<file path="config.mk">
export PLATFORM = sky130hd
export DESIGN_NAME = bsg_front_side_bus_hop_in_fc
export DESIGN_NICKNAME = d
export VERILOG_FILES = /design/src/rtl/bsg_front_side_bus_hop_in_fc_pkg.sv /design/src/rtl/bsg_front_side_bus_hop_in_fc_fifo.sv /design/src/rtl/bsg_front_side_bus_hop_in_fc.sv
export SDC_FILE = /design/constraint.sdc
export NUM_CORES = 1
export LEC_CHECK = 0
export CAP_MARGIN = 0
export CELL_PAD_IN_SITES_DETAIL_PLACEMENT = 2
export CELL_PAD_IN_SITES_GLOBAL_PLACEMENT = 2
export CORE_ASPECT_RATIO = 0.75
export CORE_MARGIN = 2
export CORE_UTILIZATION = 30
export DETAILED_ROUTE_END_ITERATION = 10
export PLACE_DENSITY_LB_ADDON = 0.1
export SLEW_MARGIN = 30
export SYNTH_ARGS = -nofsm -noshare
export SYNTH_HDL_FRONTEND = slang
export SYNTH_SLANG_ARGS = --single-unit
</file>
<file path="constraint.sdc">
create_clock -name clk_i -period 3 [get_ports clk_i]
set_input_delay 0.6 -clock clk_i [delete_from_list [all_inputs] [get_ports clk_i]]
set_output_delay 0.6 -clock clk_i [all_outputs]
set_load 0.05 [all_outputs]
</file>
<file path="src/rtl/bsg_front_side_bus_hop_in_fc_pkg.sv">
// Shared constants/helpers for the flow-controlled FSB hop-in stage.
// Entry layout: {local accept bits, data}; mask bit 0 (next hop) is implicit.
package bsg_front_side_bus_hop_in_fc_pkg;

  localparam int unsigned def_width_lp   = 16;
  localparam int unsigned def_fan_out_lp = 2;

  function automatic int unsigned entry_width(
    input int unsigned width,
    input int unsigned fan_out
  );
    return width + fan_out - 1;
  endfunction

endpackage

</file>
<file path="src/rtl/bsg_front_side_bus_hop_in_fc_fifo.sv">
// bsg_two_fifo: 2-entry registered FIFO, head is driven straight from a flop.
// Ports: data_i/v_i/ready_o in, data_o/v_o out, yumi_i pops the head.
module bsg_two_fifo #(
  parameter int unsigned width_p = 16
) (
  input  logic               clk_i,
  input  logic               reset_i,
  input  logic [width_p-1:0] data_i,
  input  logic               v_i,
  output logic               ready_o,
  output logic [width_p-1:0] data_o,
  output logic               v_o,
  input  logic               yumi_i
);

  logic [width_p-1:0] mem_q [2];
  logic [width_p-1:0] mem_d [2];
  logic               wptr_q, wptr_d;
  logic               rptr_q, rptr_d;
  logic [1:0]         cnt_q, cnt_d;
  logic               enq, deq;

  // Full blocks input even if the head pops this cycle.
  assign ready_o = (cnt_q != 2'd2) & ~reset_i;
  assign v_o     = (cnt_q != 2'd0);
  assign data_o  = mem_q[rptr_q];
  assign enq     = v_i & ready_o;
  assign deq     = yumi_i & v_o;

  always_comb begin
    mem_d  = mem_q;
    wptr_d = wptr_q;
    rptr_d = rptr_q;
    cnt_d  = cnt_q + {1'b0, enq} - {1'b0, deq};
    if (enq) begin
      mem_d[wptr_q] = data_i;
      wptr_d        = ~wptr_q;
    end
    if (deq) begin
      rptr_d = ~rptr_q;
    end
  end

  always_ff @(posedge clk_i) begin
    mem_q <= mem_d;
    if (reset_i) begin
      wptr_q <= 1'b0;
      rptr_q <= 1'b0;
      cnt_q  <= 2'd0;
    end else begin
      wptr_q <= wptr_d;
      rptr_q <= rptr_d;
      cnt_q  <= cnt_d;
    end
  end

endmodule

</file>
<file path="src/rtl/bsg_front_side_bus_hop_in_fc.sv">
// Flow-controlled FSB hop-in: buffers one stream, multicasts to fan_out_p consumers.
// Ports: data_i/v_i/ready_o/local_accept_i in; data_o/v_o/ready_i per consumer out.
module bsg_front_side_bus_hop_in_fc
  import bsg_front_side_bus_hop_in_fc_pkg::*;
#(
  parameter int unsigned width_p   = def_width_lp,
  parameter int unsigned fan_out_p = def_fan_out_lp
) (
  input  logic                           clk_i,
  input  logic                           reset_i,
  input  logic [width_p-1:0]             data_i,
  input  logic                           v_i,
  output logic                           ready_o,
  input  logic [fan_out_p-2:0]           local_accept_i,
  output logic [fan_out_p*width_p-1:0]   data_o,
  output logic [fan_out_p-1:0]           v_o,
  input  logic [fan_out_p-1:0]           ready_i
);

  localparam int unsigned ew_lp = entry_width(width_p, fan_out_p);

  logic [ew_lp-1:0]     in_entry;
  logic [ew_lp-1:0]     head_entry;
  logic                 head_v;
  logic [width_p-1:0]   head_data;
  logic [fan_out_p-1:0] mask;
  logic [fan_out_p-1:0] fire;
  logic [fan_out_p-1:0] sent_q, sent_d;
  logic                 done;

  assign in_entry = {local_accept_i, data_i};

  bsg_two_fifo #(
    .width_p (ew_lp)
  ) fifo (
    .clk_i   (clk_i),
    .reset_i (reset_i),
    .data_i  (in_entry),
    .v_i     (v_i),
    .ready_o (ready_o),
    .data_o  (head_entry),
    .v_o     (head_v),
    .yumi_i  (done)
  );

  assign head_data = head_entry[width_p-1:0];
  assign mask      = {head_entry[ew_lp-1:width_p], 1'b1};
  assign data_o    = {fan_out_p{head_data}};

  // A consumer that already took the head drops its valid.
  always_comb begin
    v_o    = {fan_out_p{head_v}} & mask & ~sent_q;
    fire   = v_o & ready_i;
    done   = head_v & ((mask & ~(sent_q | fire)) == '0);
    sent_d = done ? '0 : (sent_q | fire);
  end

  always_ff @(posedge clk_i) begin
    if (reset_i) sent_q <= '0;
    else         sent_q <= sent_d;
  end

endmodule
</file>
Word level (Yosys, flattened, before mapping)
Cells that the tools add are included.
- word-level logic and storage cells: 38
- bits in latches: 0
- input bits: 22
- bits in writable memories: 0
- ROM bits: 0
- bits in registers: 40
- memories kept: 0
- shifts and indexed selects: 0
- $add $sub $neg: 2
- multiply operators: 0
- order comparisons: 3
- bitwise operators: 16
- equality and inequality tests: 1
- divide/modulo/power cells: 0
- reduce and logical (&&, ||, !) cells: 4
- muxes and demuxes: 6
- operator list (operator ; count):
    $mux W17 ; 4
    $bwmux W34 ; 1
    $demux W17 S1 ; 1
    $and A2 B2 Y2 ; 4
    $and A1 B1 Y1 ; 4
    $ge A2 B2 Y1 const B ; 2
    $not A1 Y2 ; 2
    $not A2 Y2 ; 2
    $not A1 Y1 ; 3
    $add A2 B1 Y2 ; 1
    $logic_not A2 Y1 ; 1
    $lt A2 B1 Y1 const B ; 1
    $ne A2 B2 Y1 const B ; 1
    $or A2 B2 Y2 ; 1
    $reduce_bool A2 Y1 ; 1
    $reduce_or A2 Y1 ; 1
    $sub A2 B1 Y2 ; 1
    $logic_and A1 B1 Y1 ; 1

Longest topological paths before layout
- depth in word-level cells: 14
- mapped depth: 9

Modules after synthesis
From an unflattened synthesis, not the netlist that was laid out.
- cells, all modules: 105
- area, all modules: 1727.9 µm²
- by module, submodules not included (module ; instances ; area each (µm²) ; cells an instance):
    bsg_two_fifo ; 1 ; 1498.9 ; 78
    bsg_front_side_bus_hop_in_fc ; 1 ; 229.0 ; 27

Worst setup path before layout
OpenSTA, ideal clock, no wires.
- path type: reg-to-output
- start: register fifo.rptr_q
- end: output v_o[1]
- arrival time: 1802 ps
- buffers on the path: 1
- path slack: 598 ps
- cell stages (with the launch flop): 4
- path through: dfxtp_1 > buf_6 > mux2_4 > nor3b_1
- word-level cells in the longest chain between the ends: 6
- ends and longest elaborated chain (what ; line ; RTL):
    start, declared ; bsg_front_side_bus_hop_in_fc_fifo.sv:19 ; logic rptr_q, rptr_d;
    start signal, assigned ; bsg_front_side_bus_hop_in_fc_fifo.sv:52 ; rptr_q <= rptr_d;
    $not A1 Y2 (implied by the code) ; bsg_front_side_bus_hop_in_fc_fifo.sv:26 ; assign data_o = mem_q[rptr_q];
    $mux W17 (implied by the code) (3 in series) ; bsg_front_side_bus_hop_in_fc_fifo.sv:26 ;
    $and A2 B2 Y2 (2 in series) ; bsg_front_side_bus_hop_in_fc.sv:52 ; v_o = {fan_out_p{head_v}} & mask & ~sent_q;
    end, declared ; bsg_front_side_bus_hop_in_fc.sv:16 ; output logic [fan_out_p-1:0] v_o,
No other way between the ends. The select of a mux whose other input is x is not followed.

Final worst setup path
- start: register fifo.rptr_q
- end: output data_o[31]
- word-level cells in the longest chain between the ends: 4
- ends and longest elaborated chain (what ; line ; RTL):
    $not A1 Y2 (implied by the code) ; bsg_front_side_bus_hop_in_fc_fifo.sv:26 ;
    $mux W17 (implied by the code) (3 in series) ; bsg_front_side_bus_hop_in_fc_fifo.sv:26 ;
    end, declared ; bsg_front_side_bus_hop_in_fc.sv:15 ; output logic [fan_out_p*width_p-1:0] data_o,
No other way between the ends. The select of a mux whose other input is x is not followed.

==> metrics.md <==
| Metric | Value |
|---|---|
| Core Region | 5410 um2 |
| Hold Fails Final Rpt | 0 |
| Worst-path clk slew | 70 ps |
| Die height | 69.1 um |
| Post-synth EDFFs | 34 |
| Post-Synth Simple-Gate Area | 0.0620 |
| Register bit total from synthesis | 40 |
| Crit path capture type | output port |
| Peak Freq | 397 MHz |
| Crit path max fanout | 11 |
| XOR/XNOR share of the synthesized area | 0.00517 |
| Kind of critical path | register to output port |
| Die area | 6280 um2 |
| Post-synthesis mux area share | 0.122 |
| Status | completed |
| Post-Syn Area | 1700 um2 |
| Final setup vio count | 0 |
| Commonest cells in the netlist | edfxtp_1, buf_4, mux2_1 |
| Total GRT Usage | 0.124 |
| CTS Hold Buffers Added | 0 |
| WL/cell | 15.3 um |
| Final core utilization | 0.429 |
| RSZ-0062 raised after global routing | false |
| Seq/Total Area, Yosys | 0.673 |
| Clock Path Buffers | 2 |
| CTS H-tree lvls | 2 |
| ANT cells | 0 |
| Hold path start | sent_q[1]$_SDFF_PP0_ |
| YS warnings | 0 |
| Tmin final | 2520 ps |
| Max Cap Violations | 0 |
| Worst-Skew Late Latency | 280 ps |
| Number of global-route vias before repair | 1129 |
| Layout Skew | 3.40 ps |
| Worst Max-Slew Pin Slew | 533 ps |
| Critical Path Source | fifo.rptr_q$_SDFFE_PP0P_ |
| Clk sinks | 40 |
| DRT iter0 DRCs | 27 |
| Average size of a mapped cell | 15.6 um2 |
| Post-Route WL | 3570 um |
| Startpoint types | register |
| CTS resizes | 0 |
| I/O pins | 57 |
| CTS tree | yes |
| Cell Rows | 23 |
| Ys async rst share | 0 |
| Initial Utilization | 0.313 |
| Layout cell share with drive strength beyond 1 | 0.139 |
| Max VDD drop | 377 uV |
| Sum Neg Setup Slack | 0 ps |
| Postcts setup bufs | 0 |
| Synth top area share | 0.602 |
| Final nets | 181 |
| Port-buffer cells | 56 |
| Slew Viols, Final | 0 |
| Pwr dens | 944 nW/um2 |
| Placer Congestion | 0.744 |
| Initial antenna violation count | 0 |
| Syn Inst Count | 109 |
| Synth Area in Compound Gates | 0.0339 |
| Antenna-violating nets left | 0 |
| Most frequent cell after synthesis | edfxtp_1 |
| DRC Markers | 0 |
| Synth area leader | edfxtp_1 |
| First-pass GRT wire length | 5930 um |
| Die width | 90.8 um |
| Post-Synth Adder-Cell Area | 0.0148 |
| Drt pass-1 iters | 4 |
| Area contributors post-synth | edfxtp_1, dfxtp_1, buf_4 |
| DR vias | 991 |
| Reg-to-Reg Start | fifo.rptr_q$_SDFFE_PP0P_ |
| Rel. slew slack | 0.644 |
| Area Overhead vs Synth | 37.0% |
| Syn nets | 133 |
| Yosys cell types | 26 |
| CTS Root Buffer Type | clkbuf_8 |
| Largest family of logic cells by synthesized area | multiplexers |
| Type of the worst min-delay path | register to register |
| Gr ovfl total | 0 |
| CP Data Required Time | 2400 ps |
| Main synth FF type | edfxtp_1 |
| Pleak | 0.819 nW |
| Via density | 4.25 |
| Final period utilization | 0.839 |
| Critical path arrival | 1920 ps |
| TritonCTS Buffers | 5 |
| HPWL Detailed | 2670 um |
| Largest net degree at the start of global routing | 19 |
## through the flow
step / instances / power (W) / instance area, um2 / hold WS (ps) / setup slack (ps)
final: 233 / 0.00219 / 2320 / 528 / 484
after detailed placement: 225 / 0.00189 / 2240 / 522 / 553
after CTS: 233 / 0.00224 / 2320 / 540 / 438
after global routing: 233 / 0.00231 / 2320 / 582 / 391
after global placement: 225 / 0.00187 / 2240 / 502 / 657
after floorplan: 109 / 0.00159 / 1700 / 475 / 598
## area by class of cell
type                       instances  area, um2
fill                             549       3090
sequential                        40       1140
timing repair buffer              60        586
multi-input combinational         47        412
tap                               75       93.8
clock buffer                       7       76.3
inverter                           3       11.3
clock inverter                     1       3.75
## logic make-up after synthesis
logic type / count (synthesis)
DFF: 40
AOI/OAI and AO/OA: 7
and+or+nand+nor: 19
muxes: 18
xor gates and xnor gates: 1
adders and majority gates: 2
buffers and inverters: 22
## state kept, by name, indices dropped and copies added, names as in the netlist
register     count
fifo.mem_q      34
fifo.cnt_q       2
sent_q           2
fifo.rptr_q      1
fifo.wptr_q      1
## report_power, final
group	internal, W	switching, W	total, W
clock	0.000162	0.000169	0.000331
combinational	0.000400	0.000754	0.00115
sequential	0.000672	0.0000377	0.000710
total	0.00123	0.000961	0.00219
## critical path, stage by stage (launching register included)
cell	delay, ps
dfxtp_1	330
buf_4	210
mux2_2	370
clkdlybuf4s50_1	720
## layout by cell type, fill, tap and decap left out, drive strengths merged, types with 2 or more instances in the layout
cell	n
clkdlybuf4s50	54
nor2b	3
ha	2
clkbuf	7
inv	3
mux2	18
nor3	3
a21oi	3
nor2	7
and2	2
edfxtp	34
buf	6
dfxtp	6
## layer usage
layer | global-route usage | vias to the layer above | routed length [um]
met2 | 0.213 | 34 | 1840
met4 | 0.0505 | 0 | 39
met3 | 0.0426 | 5 | 203
met1 | 0.141 | 479 | 1480
met5 | 0 | - | 0
li1 | - | 473 | -
## path summary, 6_finish.rpt
check	endpoint	slack [ps]	depth (start not counted)
worst max register to register	fifo.cnt_q[1]$_SDFF_PP0_	1010	9
worst max-delay path	data_o[31]	480	3
worst min-delay path	sent_q[1]$_SDFF_PP0_	530	2
worst min register to register	sent_q[1]$_SDFF_PP0_	530	2
(Power assumes the default switching activity.)
